--- src/rtl/riscv_pkg.sv ---
// Shared RISC-V front-end definitions: bubble encoding, default reset PC
// and the fetch-stage state encoding.
package riscv_pkg;

    localparam logic [31:0] NOP_INSTR        = 32'h0000_0013;
    localparam logic [31:0] DEFAULT_RESET_PC = 32'h0000_0000;

    typedef enum logic [1:0] {
        IDLE  = 2'd0,
        FETCH = 2'd1,
        DRAIN = 2'd2
    } fetch_state_t;

    // Redirect targets may carry low bits from the ALU; fetch is word-aligned.
    function automatic logic [31:0] align_word(input logic [31:0] addr);
        return addr & ~32'h0000_0003;
    endfunction

endpackage

--- src/rtl/fetch_skid_buf.sv ---
// One-entry holding slot for an instruction that returned while decode was stalled.
module fetch_skid_buf (
    input  logic        clk,
    input  logic        reset,
    input  logic        load,
    input  logic        clear,
    input  logic [31:0] new_instr,
    input  logic [31:0] new_pc,
    output logic        valid,
    output logic [31:0] instr,
    output logic [31:0] pc
);

    // Clear wins over load: a redirect must never leave a stale entry behind.
    always_ff @(posedge clk) begin
        if (reset) begin
            valid <= 1'b0;
            instr <= 32'h0;
            pc    <= 32'h0;
        end else if (clear) begin
            valid <= 1'b0;
        end else if (load) begin
            valid <= 1'b1;
            instr <= new_instr;
            pc    <= new_pc;
        end
    end

endmodule

--- src/rtl/fetch_stage.sv ---
// Instruction fetch stage: PC register, instruction-memory handshake,
// redirect handling and the IF/ID pipeline registers.
module fetch_stage #(
    parameter logic [31:0] RESET_PC  = riscv_pkg::DEFAULT_RESET_PC,
    parameter logic [31:0] NOP_INSTR = riscv_pkg::NOP_INSTR
) (
    input  logic                   clk,
    input  logic                   reset,
    output logic                   IMemReq,
    output logic [31:0]            IMemAddr,
    input  logic [31:0]            IMemRData,
    input  logic                   IMemValid,
    input  logic                   StallD,
    input  logic                   PCSrcE,
    input  logic [31:0]            PCTargetE,
    output logic [31:0]            InstrD,
    output logic [31:0]            PCD,
    output logic [31:0]            PCPlus4D,
    output logic                   ValidD,
    output logic [6:0]             OpD,
    output logic [2:0]             Funct3D,
    output logic                   Funct7_5D,
    output riscv_pkg::fetch_state_t fetch_state
);

    riscv_pkg::fetch_state_t state, state_next;

    logic [31:0] pcf;
    logic [31:0] pcf_next;
    logic [31:0] pc_plus4f;
    logic [31:0] drain_addr;
    logic        req;
    logic        accept;
    logic        buf_valid;
    logic [31:0] buf_instr;
    logic [31:0] buf_pc;
    logic        buf_load;
    logic        buf_clear;

    // Handshake: IMemReq/IMemAddr hold steady until IMemValid is seen high on a
    // rising edge while IMemReq=1; that edge completes the transfer. IMemValid may
    // already be high in the first cycle of the request.
    assign req      = (state == riscv_pkg::DRAIN) ||
                      ((state == riscv_pkg::FETCH) && !buf_valid);
    assign IMemReq  = req;
    assign IMemAddr = (state == riscv_pkg::DRAIN) ? drain_addr : pcf;
    assign accept   = (state == riscv_pkg::FETCH) && req && IMemValid && !PCSrcE;

    assign pc_plus4f = pcf + 32'd4;

    // Redirect mux: execute redirect beats sequential advance.
    always_comb begin
        pcf_next = pcf;
        if (PCSrcE) begin
            pcf_next = riscv_pkg::align_word(PCTargetE);
        end else if (accept) begin
            pcf_next = pc_plus4f;
        end
    end

    always_ff @(posedge clk) begin
        if (reset) begin
            pcf <= RESET_PC;
        end else begin
            pcf <= pcf_next;
        end
    end

    always_ff @(posedge clk) begin
        if (reset) begin
            state <= riscv_pkg::IDLE;
        end else begin
            state <= state_next;
        end
    end

    always_comb begin
        state_next = state;
        case (state)
            riscv_pkg::IDLE: begin
                state_next = riscv_pkg::FETCH;
            end
            riscv_pkg::FETCH: begin
                // A redirect with the response still in flight must swallow it.
                if (PCSrcE && req && !IMemValid) begin
                    state_next = riscv_pkg::DRAIN;
                end
            end
            riscv_pkg::DRAIN: begin
                if (IMemValid) begin
                    state_next = riscv_pkg::FETCH;
                end
            end
            default: begin
                state_next = riscv_pkg::IDLE;
            end
        endcase
    end

    assign fetch_state = state;

    always_ff @(posedge clk) begin
        if (reset) begin
            drain_addr <= RESET_PC;
        end else if ((state == riscv_pkg::FETCH) && (state_next == riscv_pkg::DRAIN)) begin
            drain_addr <= pcf;
        end
    end

    assign buf_load  = accept && StallD;
    assign buf_clear = PCSrcE || (!StallD && buf_valid);

    fetch_skid_buf u_skid_buf (
        .clk       (clk),
        .reset     (reset),
        .load      (buf_load),
        .clear     (buf_clear),
        .new_instr (IMemRData),
        .new_pc    (pcf),
        .valid     (buf_valid),
        .instr     (buf_instr),
        .pc        (buf_pc)
    );

    // The skid entry is older than anything on the bus, so it drains first.
    always_ff @(posedge clk) begin
        if (reset) begin
            InstrD   <= NOP_INSTR;
            PCD      <= 32'h0;
            PCPlus4D <= 32'h0;
            ValidD   <= 1'b0;
        end else if (PCSrcE) begin
            InstrD <= NOP_INSTR;
            ValidD <= 1'b0;
        end else if (!StallD) begin
            if (buf_valid) begin
                InstrD   <= buf_instr;
                PCD      <= buf_pc;
                PCPlus4D <= buf_pc + 32'd4;
                ValidD   <= 1'b1;
            end else if (accept) begin
                InstrD   <= IMemRData;
                PCD      <= pcf;
                PCPlus4D <= pc_plus4f;
                ValidD   <= 1'b1;
            end else begin
                InstrD <= NOP_INSTR;
                ValidD <= 1'b0;
            end
        end
    end

    assign OpD       = InstrD[6:0];
    assign Funct3D   = InstrD[14:12];
    assign Funct7_5D = InstrD[30];

endmodule

--- config.mk ---
export PLATFORM = sky130hd
export DESIGN_NAME = fetch_stage
export DESIGN_NICKNAME = d
export VERILOG_FILES = /design/src/rtl/riscv_pkg.sv /design/src/rtl/fetch_skid_buf.sv /design/src/rtl/fetch_stage.sv
export SDC_FILE = /design/constraint.sdc
export NUM_CORES = 1
export LEC_CHECK = 0
export ABC_AREA = 1
export BUFFER_PORTS_ARGS = -buffer_cell sky130_fd_sc_hd__buf_4
export CAP_MARGIN = 20
export CELL_PAD_IN_SITES_DETAIL_PLACEMENT = 1
export CELL_PAD_IN_SITES_GLOBAL_PLACEMENT = 1
export CORE_MARGIN = 2
export CORE_UTILIZATION = 42
export DETAILED_ROUTE_END_ITERATION = 8
export PLACE_DENSITY_LB_ADDON = 0.1
export SETUP_SLACK_MARGIN = 0.1
export SYNTH_ARGS = -nofsm -noshare
export SYNTH_HDL_FRONTEND = slang
export SYNTH_SLANG_ARGS = --single-unit
--- constraint.sdc ---
create_clock -name clk -period 3.1 [get_ports clk]
set_input_delay 0.465 -clock clk [delete_from_list [all_inputs] [get_ports clk]]
set_output_delay 0.465 -clock clk [all_outputs]
set_load 0.02 [all_outputs]
; ---- Word-level counts from Yosys, hierarchy flattened
; Cells that the tools add are included.
; W data, S select, Z words.
[word_totals]
regBits = 228
word_cells = 55
[classes]
addsub = 2
n_eq_ne = 3
mux = 14
bitwise_logic = 3
n_reduce_logical = 22
[ops]
columns = operator, n
row1 = $mux W32, 9
row2 = $add A32 B3 Y32 const B, 2
row3 = $logic_and A1 B1 Y1, 9
row4 = $pmux W2 S3, 1
row5 = $eq A2 B2 Y1 const B, 2
row6 = $logic_not A1 Y1, 4
row7 = $mux W2, 2
row8 = $reduce_bool A2 Y1, 2
row9 = $reduce_or A2 Y1, 2
row10 = $not A1 Y1, 3
row11 = $reduce_and A3 Y1, 1
row12 = $eq A2 B1 Y1 const B, 1
row13 = $logic_not A2 Y1, 1
row14 = $logic_or A1 B1 Y1, 2
row15 = $mux W1, 2
row16 = $reduce_and A2 Y1, 1

; ---- Logic depth before layout (Yosys ltp)
; Gate-level depths: netlist (run 1).
[logic_depth]
ltp_word = 9
ltp_mapped = 12

; ---- Hierarchy
; From an unflattened synthesis (run 1), not the netlist that was laid out.
[unflattened]
cells_unflattened = 1788
area_unflattened_um2 = 11437.2
[by_module_without_submodules]
columns = module, n_inst, cells_per_inst, area_each_um2, seq_area_each_um2
row1 = fetch_stage, 1, 1372, 8669.6, 3143.0
row2 = fetch_skid_buf, 1, 416, 2767.7, 1301.2

; ---- Worst setup path after synthesis (run 1)
; Ideal clock, no wire load.
[synth_timing]
kind = register to output
startpoint = register state[1] (netlist: fetch_state[1])
endpoint = output port IMemAddr[10]
t_arrival_ps = 1393
slack_ps = 1242
stages_incl_launch_ff = 6
cell_sequence = dfxtp_1 -> inv_1 -> nor2_1 -> clkbuf_1 -> nand2_1 -> o21ai_0
[synth_via]
elab_chain_cells = 2
[synth_lines]
columns = element, line_no
row1 = "start, declared", fetch_stage.sv:26  ; riscv_pkg::fetch_state_t state, state_next;
row2 = "start signal, assigned", fetch_stage.sv:71  ; state <= riscv_pkg::IDLE;
row3 = "start signal, assigned", fetch_stage.sv:73  ; state <= state_next;
row4 = $eq A2 B2 Y1, fetch_stage.sv:46  ; assign IMemAddr = (state == riscv_pkg::DRAIN) ? drain_addr : pcf;
row5 = $mux W32, fetch_stage.sv:46
row6 = "end, declared", fetch_stage.sv:10  ; output logic [31:0] IMemAddr,
; No other way between the ends.

; ---- Worst setup path after layout (run 1)
[layout_timing]
startpoint = register state[1] (netlist: fetch_state[1])
endpoint = output port IMemAddr[5]
; The elaborated chain is that of the path after synthesis.

==> results_dict.tcl, run 1 <==
set metrics [dict create \
    drt_wl_total_mm 39.0 \
    final_cell_mix "428 x nand2_1, 220 x o21ai_0, 217 x dfxtp_1" \
    finalHoldViolCount 0 \
    maxSlewViolCount 0 \
    fin_crit_ps 2570 \
    cts_setup_buffers 0 \
    cts_resized 0 \
    p_leak_nw 5.00 \
    synth_top_area_cell "dfxtp_1" \
    netlist_area_um2 10500 \
    yosysTopAreaCellShare_pct 41.7 \
    cap_violations 0 \
    rsz0062_at_grt "false" \
    grt_pass1_vias 11446 \
    power_mw 6.62 \
    power.density_nw_per_um2 513 \
    tightest_slew_ps 1100 \
    grt_pass1_wl_mm 61.1 \
    fin_skew_ps 24.5 \
    pwr-share-comb_pct 10.6 \
    setup_viol 0 \
    switching_share_pct 26.5 \
    grt_use_total_pct 29.1 \
    power.internal_mw 4.86 \
    drc 0 \
    cts_hold_buffers 0 \
    crit_path_end_kind "primary output" \
    htreeDepth 1 \
    gp_congestion 0.878 \
    grt_antenna_before_repair 0 \
    crit_type "register to primary output" \
    dpl_worst_slack_ps 741 \
    grt-ovfl-total 0 \
    synthToLayoutAreaGrowth_pct 23.1 \
    die-height_um 162 \
    seq_area_frac_synth_pct 41.7 \
    pwr-share-seq_pct 45.1 \
    status "completed" \
    clk_pin_slew_worst_paths_ps 60 \
    synthCells 1591 \
    max_freq_mhz 389 \
    start_kind "register" \
    peakVddDrop_mv 0.376 \
    path_delay_family "buffers and inverters" \
    grt_max_degree 105 \
    die_w_um 162 \
    path_buf_inv 3 \
    slew_headroom_pct 26.4 \
    post_route_cells_drive_above_1_share_pct 15.6 \
    cp.arrival_ps 2110 \
    clk_latency_ps 540 \
    synth-edff-count 0 \
    slowest_delay_ps 430 \
    final_util_pct 52.9 \
    drtIter0Drc 638 \
    cts-root-buf "clkbuf_16" \
    drt_first_pass_iters 5 \
    yosys-top-cells-area "dfxtp_1 42%, nand2_1 15%, o21ai_0 11%" \
    synth.avg_cell_area_um2 6.58 \
    hold_slack_ps 157 \
    final_common_cell "nand2_1" \
    critPathMaxFanout 41 \
    core_um2 24400 \
    numPortBuffers 203 \
    num_rows 57 \
    hp-class "input pin to register" \
    layout.nets 1802 \
    ctsLongestPathBuffers 3 \
    critPathRequiredTime_ps 2630 \
    vias_per_cell 5.49 \
    cts_sinks 218 \
    switchingPower_mw 1.75 \
    ys_async_sr_fraction_pct 0 \
    synthFlopType "dfxtp_1" \
    hpwlAfterDp_mm 27.8 \
    yosysWarnings 0 \
    cp_cell_sequence "inv_1 > nor2_4 > buf_12 > nand2_1 > o21ai_0 > buf_4" \
    route.vias.total 11364 \
    ys_types 36 \
    ys_ff_latch 218 \
    cp_slowest_cell "nor2_4" \
    detail-route-antenna-nets 0 \
    io_pins 212 \
    timing.final.ws_setup_ps 529 \
    wl_per_cell_um 18.8 \
    setup_tns_ps 0 \
    cts_tree "done" \
    start_util_pct 43.0 \
    finalCritPeriodShare_pct 82.9 \
    antenna_cells 0 \
    numCtsBuffers 25 \
    die_area_um2 26200 \
    p_clk_share_pct 44.3 \
]
## state kept, by name, summed over array words and instances, names as in the netlist
register / count
ValidD: 1
fetch_state: 2
PCPlus4D: 30
u_skid_buf.valid: 1
drain_addr: 30
u_skid_buf.pc: 30
PCD: 30
InstrD: 32
pcf: 30
u_skid_buf.instr: 32
## synth_stat cells (2+ instances only)
cell / number
or2_2: 4
a31oi_1: 12
o22ai_1: 3
xnor2_1: 4
nor2_1: 203
a21oi_1: 185
nand3_1: 89
inv_1: 69
nand4_1: 6
nand2_1: 428
buf_2: 25
nand3b_1: 6
nor2_4: 2
buf_4: 18
nor3_2: 2
clkbuf_1: 59
o21ai_0: 220
buf_1: 8
xor2_1: 7
dfxtp_1: 218
inv_2: 4
o211ai_1: 4
ha_1: 2
## cell families after synthesis
logic type,Yosys count,synth area share [%]
buffers and inverters,185,7.58
AND/OR/NAND/NOR,744,28.6
XOR/XNOR,11,0.920
adder cells (fa/ha/maj),2,0.239
AO/OA/AOI/OAI,430,21.0
flip-flops,218,41.7
other,1,0.0358
## layer usage
metal	part of all wire (%)	track usage (%)	vias to the layer above
met1	43	36.5	5540
met3	5.5	4.85	58
met4	2.3	7.76	0
met5	0	0	-
li1	-	-	5497
met2	49	51.5	269
## per-stage QoR
step                cell area, µm²  std cells
floorplan                    10500       1596
finish                       12900       2071
detailed placement           12100       2028
global placement             12100       2028
global route                 12900       2071
CTS                          12900       2071
## area by class of cell
class / instances / area, µm²
clock buffers: 37 / 701
clock inverters: 6 / 86.3
fillers: 3266 / 11500
inverters: 74 / 278
multi-input cells: 1193 / 5370
flip-flops and latches: 218 / 4370
well taps: 324 / 405
repair buffers: 219 / 1690
## final timing paths
check	startpoint	to	slack [ps]	cells after the start
worst min-delay path	IMemValid	fetch_state[1]	160	2
worst max register to register	u_skid_buf.valid	PCD[27]	780	5
worst max-delay path	fetch_state[1]	IMemAddr[5]	530	6
worst min register to register	u_skid_buf.instr[10]	u_skid_buf.instr[10]	460	2
## power by group through the flow
| stage | logic (mW) | registers (mW) | clock network, mW |
|---|---|---|---|
| 3_3_place_gp | 0.679 | 3.03 | 0 |
| 6_report | 0.703 | 2.98 | 2.93 |
| 5_1_grt | 0.769 | 2.99 | 3.08 |
| 4_1_cts | 0.703 | 2.98 | 2.96 |
| 3_5_place_dp | 0.699 | 3.04 | 0 |
| 2_1_floorplan | 0.373 | 3.05 | 0 |
No activity file was read; power rests on OpenSTA's default activity.
==> inputs of run 2 (changes only) <==
--- a/config.mk
+++ b/config.mk
@@ -5,13 +5,13 @@
 export SDC_FILE = /design/constraint.sdc
 export NUM_CORES = 1
 export LEC_CHECK = 0
-export ABC_AREA = 1
+export ABC_AREA = 0
 export BUFFER_PORTS_ARGS = -buffer_cell sky130_fd_sc_hd__buf_4
 export CAP_MARGIN = 20
 export CELL_PAD_IN_SITES_DETAIL_PLACEMENT = 1
 export CELL_PAD_IN_SITES_GLOBAL_PLACEMENT = 1
 export CORE_MARGIN = 2
-export CORE_UTILIZATION = 42
+export CORE_UTILIZATION = 37
 export DETAILED_ROUTE_END_ITERATION = 8
 export PLACE_DENSITY_LB_ADDON = 0.1
 export SETUP_SLACK_MARGIN = 0.1
==> constraint.sdc (replaced) <==
create_clock -name clk -period 2.3 [get_ports clk]
set_input_delay 0.345 -clock clk [delete_from_list [all_inputs] [get_ports clk]]
set_output_delay 0.345 -clock clk [all_outputs]
set_load 0.02 [all_outputs]
==> run 2 against run 1 <==
First-iteration DRC count fell by 28%. Flip-flop and latch count stayed put. Synthesized cell count decreased by 18%. Wire length down 6.4%. Worst setup slack lost 530 ps. Count of clock-buffer cells in the layout is 5 higher. Largest power group unchanged. Highest routed layer unchanged.
==> results_dict.tcl, run 2 <==
set metrics [dict create \
    status "completed" \
    crit_top_cell "buf_6" \
    cap_violations 0 \
    drt_first_pass_iters 5 \
    tightest_slew_ps 670 \
    yosysTopAreaCellShare_pct 40.9 \
    wl_per_cell_um 19.3 \
    synthToLayoutAreaGrowth_pct 29.8 \
    numPortBuffers 203 \
    rsz0062_at_grt "true" \
    route.vias.total 10100 \
    numCtsBuffers 27 \
    power.density_nw_per_um2 640 \
    fin_skew_ps 26.1 \
    io_pins 212 \
    clk_latency_ps 550 \
    dpl_worst_slack_ps 159 \
    final_cell_mix "268 x buf_4, 256 x nand2_1, 213 x dfxtp_1" \
    die-height_um 174 \
    drt_wl_total_mm 36.5 \
    grt_max_degree 67 \
    post_route_cells_drive_above_1_share_pct 27.9 \
    peakVddDrop_mv 0.457 \
    grt_antenna_before_repair 0 \
    synth.avg_cell_area_um2 8.19 \
    detail-route-antenna-nets 0 \
    slew_headroom_pct 55.3 \
    critPathRequiredTime_ps 1960 \
    cts_sinks 218 \
    die_area_um2 30200 \
    grt_pass1_vias 10347 \
    max_freq_mhz 435 \
    drc 0 \
    cts_tree "done" \
    hold_slack_ps 32.4 \
    layout.nets 1566 \
    setup_viol 0 \
    grt_pass1_wl_mm 57.0 \
    synth-edff-count 0 \
    path_buf_inv 5 \
    seq_area_frac_synth_pct 40.9 \
    timing.final.ws_setup_ps 1.64 \
    clk_pin_slew_worst_paths_ps 60 \
    critPathMaxFanout 5 \
    cts-root-buf "clkbuf_16" \
    vias_per_cell 5.33 \
    final_common_cell "buf_4" \
    crit_type "register to primary output" \
    ys_async_sr_fraction_pct 0 \
    hp-class "input pin to register" \
    finalCritPeriodShare_pct 99.9 \
    power_mw 8.88 \
    htreeDepth 1 \
    fillers 3461 \
    netlist_area_um2 10700 \
    finalHoldViolCount 0 \
    die_w_um 174 \
    yosys-top-cells-count "257 x nand2_1, 218 x dfxtp_1, 118 x a21oi_1" \
    ctsLongestPathBuffers 3 \
    crit_path_end_kind "primary output" \
    core_um2 28500 \
    yosys-top-cells-area "dfxtp_1 41%, nand2_1 9.0%, mux2_2 5.7%" \
    antenna_cells 0 \
    multi_input_area_um2 5740 \
    cp_slowest_cell "dfxtp_2" \
    drtIter0Drc 461 \
    slowest_delay_ps 340 \
    synthFlopType "dfxtp_1" \
    gp_congestion 0.844 \
    postPlaceCellArea_um2 12700 \
    ys_ff_latch 218 \
    yosysWarnings 0 \
    cp.arrival_ps 1950 \
    start_util_pct 37.4 \
    synthCells 1304 \
    start_kind "register" \
    final_util_pct 48.6 \
    finalInstanceArea_um2 13900 \
    hpwlAfterDp_mm 25.7 \
    num_rows 62 \
    maxSlewViolCount 0 \
    fin_crit_ps 2300 \
    reg_top3 "InstrD (32), u_skid_buf.instr (32)" \
    grt_use_total_pct 23.4 \
    yosysMostFrequentCell "nand2_1" \
    cp_cell_sequence "buf_6 > nor2b_4 > buf_6 > buf_8 > buf_16 > mux2_4 > buf_6" \
    seq_area_um2 4370 \
    synth_top_area_cell "dfxtp_1" \
    grt-ovfl-total 0 \
    path_delay_family "buffers and inverters" \
    p_leak_nw 5.08 \
    ys_types 59 \
]
## run 2: path summary, 6_finish.rpt
kind / cells after the start / endpoint / slack (ps) / from
setup reg to reg: 5 / PCPlus4D[31] / 210 / pcf[16]
setup / recovery: 7 / IMemAddr[16] / 2 / fetch_state[1]
hold reg to reg: 2 / u_skid_buf.instr[18] / 450 / u_skid_buf.instr[18]
hold / removal: 3 / pcf[2] / 30 / PCTargetE[2]
## run 2: final cells by class
type | instances | share of cell area, %
multi-input cells | 939 | 41.4
flip-flops and latches | 218 | 31.5
repair buffers | 298 | 17.7
clock buffers | 42 | 5.57
well taps | 384 | 3.47
inverters | 11 | 0.298
clock inverters | 2 | 0.0993
## run 2: what timing repair did
item | in CTS | in global routing
hold endpoints to repair | 0 | 0
hold buffers | 0 | 0
gates cloned | 4 | 0
gates resized for setup | 48 | 11
setup endpoints to repair | 30 | 39
buffers inserted | 6 | 3
## run 2: metal layers
layer	routed length [µm]	track usage (%)
met1	16400	30.3
met2	18200	41.3
met3	1330	3.06
met4	629	5.25
met5	0	0
## run 2: power breakdown
| part | switching, mW | internal (mW) | total (mW) |
|---|---|---|---|
| sequential | 0.0721 | 3.87 | 3.94 |
| combinational | 0.596 | 0.448 | 1.04 |
| clock | 1.62 | 2.27 | 3.89 |
| total | 2.29 | 6.59 | 8.88 |
## run 2: through the flow
stage | setup TNS (ps) | cells
final | 0 | 1894
after global routing | -478 | 1894
after CTS | 0 | 1891
after detailed placement | 0 | 1837
after global placement | 0 | 1837
after floorplan | 0 | 1309
## run 2: worst min-delay path, cell delays in order
cell and delay [ps]:
buf_4 80, a21oi_1 50, nor2_1 70
## run 2: cell families (layout without fill, tap and decap cells)
logic type	after synthesis	after routing	synth area share, %
AND/OR/NAND/NOR	502	502	21.7
AO/OA/AOI/OAI	277	277	16.4
flip-flops	218	218	40.9
buffers and inverters	152	353	6.70
multiplexers	90	90	9.07
XOR/XNOR	62	62	5.08
adder cells (fa/ha/maj)	2	2	0.234
other	1	6	0.0351
